<file path="config.mk">
export PLATFORM = sky130hd
export DESIGN_NAME = pmt_count_buffer
export DESIGN_NICKNAME = d
export VERILOG_FILES = /design/src/rtl/pmt_count_buffer.sv
export SDC_FILE = /design/constraint.sdc
export NUM_CORES = 2
export LEC_CHECK = 0
export BUFFER_PORTS_ARGS = -buffer_cell sky130_fd_sc_hd__buf_2
export CORE_UTILIZATION = 68
export DETAILED_ROUTE_END_ITERATION = 12
export GPL_TIMING_DRIVEN = 1
export PLACE_DENSITY = 0.82
export SYNTH_ARGS = -nofsm -noshare
export SYNTH_HDL_FRONTEND = slang
export SYNTH_SLANG_ARGS = --single-unit
</file>
<file path="constraint.sdc">
create_clock -name iCLOCK -period 8.9 [get_ports iCLOCK]
set_clock_uncertainty 0.05 [all_clocks]
set_input_delay 1.78 -clock iCLOCK [delete_from_list [all_inputs] [get_ports iCLOCK]]
set_output_delay 1.78 -clock iCLOCK [all_outputs]
set_load 0.01 [all_outputs]
</file>
<file path="src/rtl/pmt_count_buffer.sv">
// pmt_count_buffer: buffers PMT count readings together with a snapshot of the
// laser-lock error flags. On a sequencer send request, the buffered readings
// are drained as a 5-byte-per-record stream, and the block then holds a level
// acknowledge until the request drops.
module pmt_count_buffer #(
  parameter int DEPTH  = 64,
  parameter int ADDR_W = 6
) (
  input  logic              iCLOCK,
  input  logic              iRESET,
  input  logic              iCountReady,
  input  logic [31:0]       iCountData,
  input  logic [15:0]       iErrorSignal,
  input  logic              iSendData,
  output logic              oFinishedSendingData,
  output logic [7:0]        oTxData,
  output logic              oTxValid,
  input  logic              iTxReady,
  output logic [ADDR_W:0]   oFill,
  output logic              oOverflow
);

  typedef enum logic [1:0] {IDLE, LOAD, SHIFT, DONE} state_t;

  state_t            state, stateNext;
  logic [35:0]       mem [DEPTH];
  logic [ADDR_W-1:0] wrPtr, rdPtr;
  logic [ADDR_W:0]   remaining;
  logic [39:0]       shiftReg;
  logic [2:0]        byteIdx;

  logic wrEn, popEn, xfer, lastByte, full;
  logic txValidNext, finishedNext;

  // Only the four lock flags are kept; the upper error bits are ignored.
  logic unusedErrBits;
  assign unusedErrBits = ^iErrorSignal[15:4];

  assign full     = (oFill == (ADDR_W+1)'(DEPTH));
  assign wrEn     = iCountReady && !full;
  assign xfer     = oTxValid && iTxReady;
  assign lastByte = (byteIdx == 3'd4);

  // State register.
  always_ff @(posedge iCLOCK) begin
    if (iRESET) state <= IDLE;
    else        state <= stateNext;
  end

  // Next-state logic for the drain sequence.
  always_comb begin
    stateNext = state;
    case (state)
      IDLE:  if (iSendData) stateNext = LOAD;
      LOAD:  stateNext = (remaining == '0) ? DONE : SHIFT;
      SHIFT: if (xfer && lastByte) stateNext = LOAD;
      DONE:  if (!iSendData) stateNext = IDLE;
      default: stateNext = IDLE;
    endcase
  end

  // Output decode: pop strobe and next values of the registered outputs.
  always_comb begin
    popEn        = (state == LOAD) && (remaining != '0);
    txValidNext  = (stateNext == SHIFT);
    finishedNext = (stateNext == DONE);
  end

  // Record storage; the pointer discipline keeps reads and writes apart.
  always_ff @(posedge iCLOCK) begin
    if (wrEn) mem[wrPtr] <= {iErrorSignal[3:0], iCountData};
  end

  // Pointers, fill level and sticky overflow.
  always_ff @(posedge iCLOCK) begin
    if (iRESET) begin
      wrPtr     <= '0;
      rdPtr     <= '0;
      oFill     <= '0;
      oOverflow <= 1'b0;
    end else begin
      if (wrEn) wrPtr <= wrPtr + 1'b1;
      if (popEn) rdPtr <= rdPtr + 1'b1;
      if (iCountReady && full) oOverflow <= 1'b1;
      case ({wrEn, popEn})
        2'b10:   oFill <= oFill + 1'b1;
        2'b01:   oFill <= oFill - 1'b1;
        default: oFill <= oFill;
      endcase
    end
  end

  // Burst length is frozen at request time so late writes wait for the next burst.
  always_ff @(posedge iCLOCK) begin
    if (iRESET)                          remaining <= '0;
    else if (state == IDLE && iSendData) remaining <= oFill;
    else if (popEn)                      remaining <= remaining - 1'b1;
  end

  // Byte serialiser: oTxData always shows the current byte; the shift register
  // holds the record with the next byte sitting just below the top.
  always_ff @(posedge iCLOCK) begin
    if (iRESET) begin
      shiftReg             <= '0;
      byteIdx              <= '0;
      oTxData              <= '0;
      oTxValid             <= 1'b0;
      oFinishedSendingData <= 1'b0;
    end else begin
      oTxValid             <= txValidNext;
      oFinishedSendingData <= finishedNext;
      if (popEn) begin
        shiftReg <= {mem[rdPtr][31:0], 4'b0000, mem[rdPtr][35:32]};
        oTxData  <= mem[rdPtr][31:24];
        byteIdx  <= '0;
      end else if (state == SHIFT && xfer) begin
        shiftReg <= {shiftReg[31:0], 8'h00};
        byteIdx  <= byteIdx + 3'd1;
        if (!lastByte) oTxData <= shiftReg[31:24];
      end
    end
  end

endmodule

</file>
==> flow_summary.yaml <==
outcome:
  status: "finished, final reports clean"
logic_synthesis:
  yosysWarningCount: 0
  syn_inst: 4113
  async_reset_ff_share_pct: 0
  synth.avg_cell_area_sq_um: 22.13
  synth-edff-count: 2304
  netlist_area_sq_um: 91010
  synthFlopType: "edfxtp_1"
  syn_nets: 4173
  yosys.cell_types.count: 72
  ys_seq_elements: 2380
  yosysSeqAreaShare_pct: 77.69
clocking:
  cts_root_buf: "clkbuf_16"
  cts.clk_slew.worst_paths_ns: 0.06
  h-tree-depth: 4
  post_cts_resized: 0
  clock_tree.buffer_depth: 3
  cts_hold_buf: 0
  cts_tree: "yes"
  clock-sinks: 2380
  post_cts_buffers: 0
  clk_latency_ns: 0.86
  cts-buffers-inserted: 218
floorplanning:
  num_io_pins: 71
  start_util_pct: 68.88
  rows: 133
  die_w_microns: 367.9
  die_h_microns: 367.9
  core_area_sq_um: 132100
  dieArea_sq_um: 135300
timing:
  worst_pin_slew_ns: 1.372
  drv_slew: 0
  relSlewSlack_pct: 8.508
  clock.fmax_mhz: 203.8
  fin_hold_ws_ns: 0.4297
  setup_tns_ns: 0
  fin_crit_sh_pct: 55.13
  hold_viol_final: 0
  setup_viol: 0
  fin_crit_ns: 4.907
  rsz0062_at_grt: "no"
worst_setup_path:
  required_ns: 9.31
  cp.arrival_ns: 5.32
  critPathLaunchType: "input pin"
  critical_path_class: "input pin to flop"
  cp-end-kind: "flop"
  critPathMaxFanout: 27
placed_design:
  placed_area_sq_um: 93740
  post-dp-hpwl_microns: 122500
  gp_congestion: 0.9066
  portBuffers: 58
detailed_routing:
  drt-wirelength-per-cell_microns: 38.55
  drt_wl_total_microns: 239500
  firstDrtPassIters: 8
  drtIter0Drc: 7632
  antenna_left: 0
  drc: 0
  vias_per_cell: 7.469
  vias: 46400
global_routing:
  grt_max_degree: 123
  grt_overflow: 0
  grt_usage_pct: 36.12
  grt_pass1_wl_microns: 338800
  antenna_found_initial: 14
  grt_pass1_vias: 46900
finish:
  fin_nets: 4331
  final.fill_count: 6424
  area_growth_pct: 10.65
  final_common_cell: "edfxtp_1"
  fin_util_pct: 76.22
  drive_gt1_share_pct: 26.19
  final_area_sq_um: 100700
  final_cell_mix: "edfxtp_1 (2304), mux4_2 (590), clkbuf_16 (221), nand2_1 (133), mux2i_1 (125)"
power_and_ir_drop:
  powerDensity_nw_per_um2: 231.2
  vdd_ir_drop_max_mv: 0.1944
  p_leak_nw: 30.62
worst_hold_path:
  hold_class: "flop to flop"
run:
  max-cap-violations: 0
[metrics by stage]
stage / cells / setup WS (ns) / total power, mW
floorplan: 4113 / 4.335 / 13.63
finish: 6213 / 3.993 / 23.29
global route: 6208 / 3.942 / 23.79
detailed placement: 5806 / 3.429 / 14.22
global placement: 5806 / 3.584 / 14.16
CTS: 6207 / 4.204 / 23.27
[registers in the layout, summed over array words and instances (netlist names), named ones only]
register,count
shiftReg,28
oTxValid,1
oOverflow,1
oFinishedSendingData,1
mem,2304
rdPtr,6
state,2
oFill,7
oTxData,8
wrPtr,6
byteIdx,3
remaining,7
[worst max-delay path, cell delays in order]
cell	delay, ns
buf_2	0.09
o31a_1	0.55
inv_2	0.22
nor2_1	0.33
nand3_1	0.86
nor2_4	0.78
buf_4	0.65
[layer usage]
| layer | vias up | global-route usage (%) | part of all wire [%] |
|---|---|---|---|
| met4 | 14 | 17.13 | 5.4 |
| li1 | 17690 | - | - |
| met5 | - | 0 | 0.040 |
| met2 | 4220 | 55.92 | 47 |
| met3 | 790 | 9.723 | 14 |
| met1 | 23690 | 48.72 | 33 |
[area by class of cell]
| class | instances | area [sq um] | share of cell area, % |
|---|---|---|---|
| multi-input combinational | 1486 | 19550 | 19.41 |
| sequential | 2380 | 70720 | 70.22 |
| clock inverter | 122 | 1165 | 1.157 |
| antenna | 6 | 15.01 | 0.01491 |
| tap | 1755 | 2196 | 2.180 |
| timing repair buffer | 169 | 1211 | 1.203 |
| clock buffer | 279 | 5788 | 5.747 |
| inverter | 16 | 65.06 | 0.06460 |
[power by group]
group	internal, mW	total [mW]	leakage [nW]	switching, mW
clock network	5.12	9.23	3.40	4.11
logic	0.542	1.46	5.88	0.921
registers	12.4	12.6	21.3	0.179
[Yosys cell counts, drive strengths merged, types with 3 or more instances]
library cell / count / area share [%]
edfxtp: 2304 / 76
mux4: 590 / 15
nor2: 141 / 0.58
nand2: 133 / 0.55
buf: 127 / 0.88
mux2i: 125 / 1.4
clkbuf: 104 / 0.43
dfxtp: 76 / 1.7
a22oi: 63 / 0.52
o22ai: 55 / 0.38
a21oi: 50 / 0.27
nand3: 39 / 0.21
o211ai: 29 / 0.24
a32oi: 23 / 0.22
nor3: 21 / 0.12
o21ai: 20 / 0.11
mux2: 17 / 0.21
inv: 16 / 0.066
nor2b: 14 / 0.096
a211oi: 12 / 0.099
nand2b: 12 / 0.082
nand4: 10 / 0.069
a22o: 9 / 0.087
a31oi: 9 / 0.062
xor2: 9 / 0.087
a221oi: 8 / 0.077
ha: 7 / 0.096
a311oi: 6 / 0.058
and2: 6 / 0.041
nor4: 6 / 0.041
o2111ai: 6 / 0.058
or3: 6 / 0.041
xnor2: 6 / 0.058
nand3b: 5 / 0.041
or2: 5 / 0.034
o221ai: 4 / 0.038
o31ai: 4 / 0.033
a32o: 3 / 0.033
and3: 3 / 0.021
and4: 3 / 0.029
or3b: 3 / 0.029
[kinds of logic (layout without fill, tap and decap cells)]
group                    count (synthesis)  after routing  synth area share, %
flip-flops                            2380           2380                77.69
AND/OR/NAND/NOR                        414            414                2.057
other                                    0              6                    0
AO/OA/AOI/OAI                          318            318                2.455
adder cells (fa/ha/maj)                  7              7              0.09623
multiplexers                           732            732                16.18
XOR/XNOR                                15             15               0.1444
buffers and inverters                  247            586                1.375
[path summary, 6_finish.rpt]
| check | from | endpoint | slack [ns] | cells past startpoint |
|---|---|---|---|---|
| hold / removal | oOverflow$_SDFFE_PP0P_ | oOverflow$_SDFFE_PP0P_ | 0.43 | 1 |
| setup reg to reg | flop | shiftReg[28]$_SDFFE_PP0P_ | 4.25 | 6 |
| hold reg to reg | oOverflow$_SDFFE_PP0P_ | oOverflow$_SDFFE_PP0P_ | 0.43 | 1 |
| setup / recovery | iCountReady | mem[51][23]$_DFFE_PP_ | 3.99 | 7 |
No activity file was read; power rests on OpenSTA's default activity.
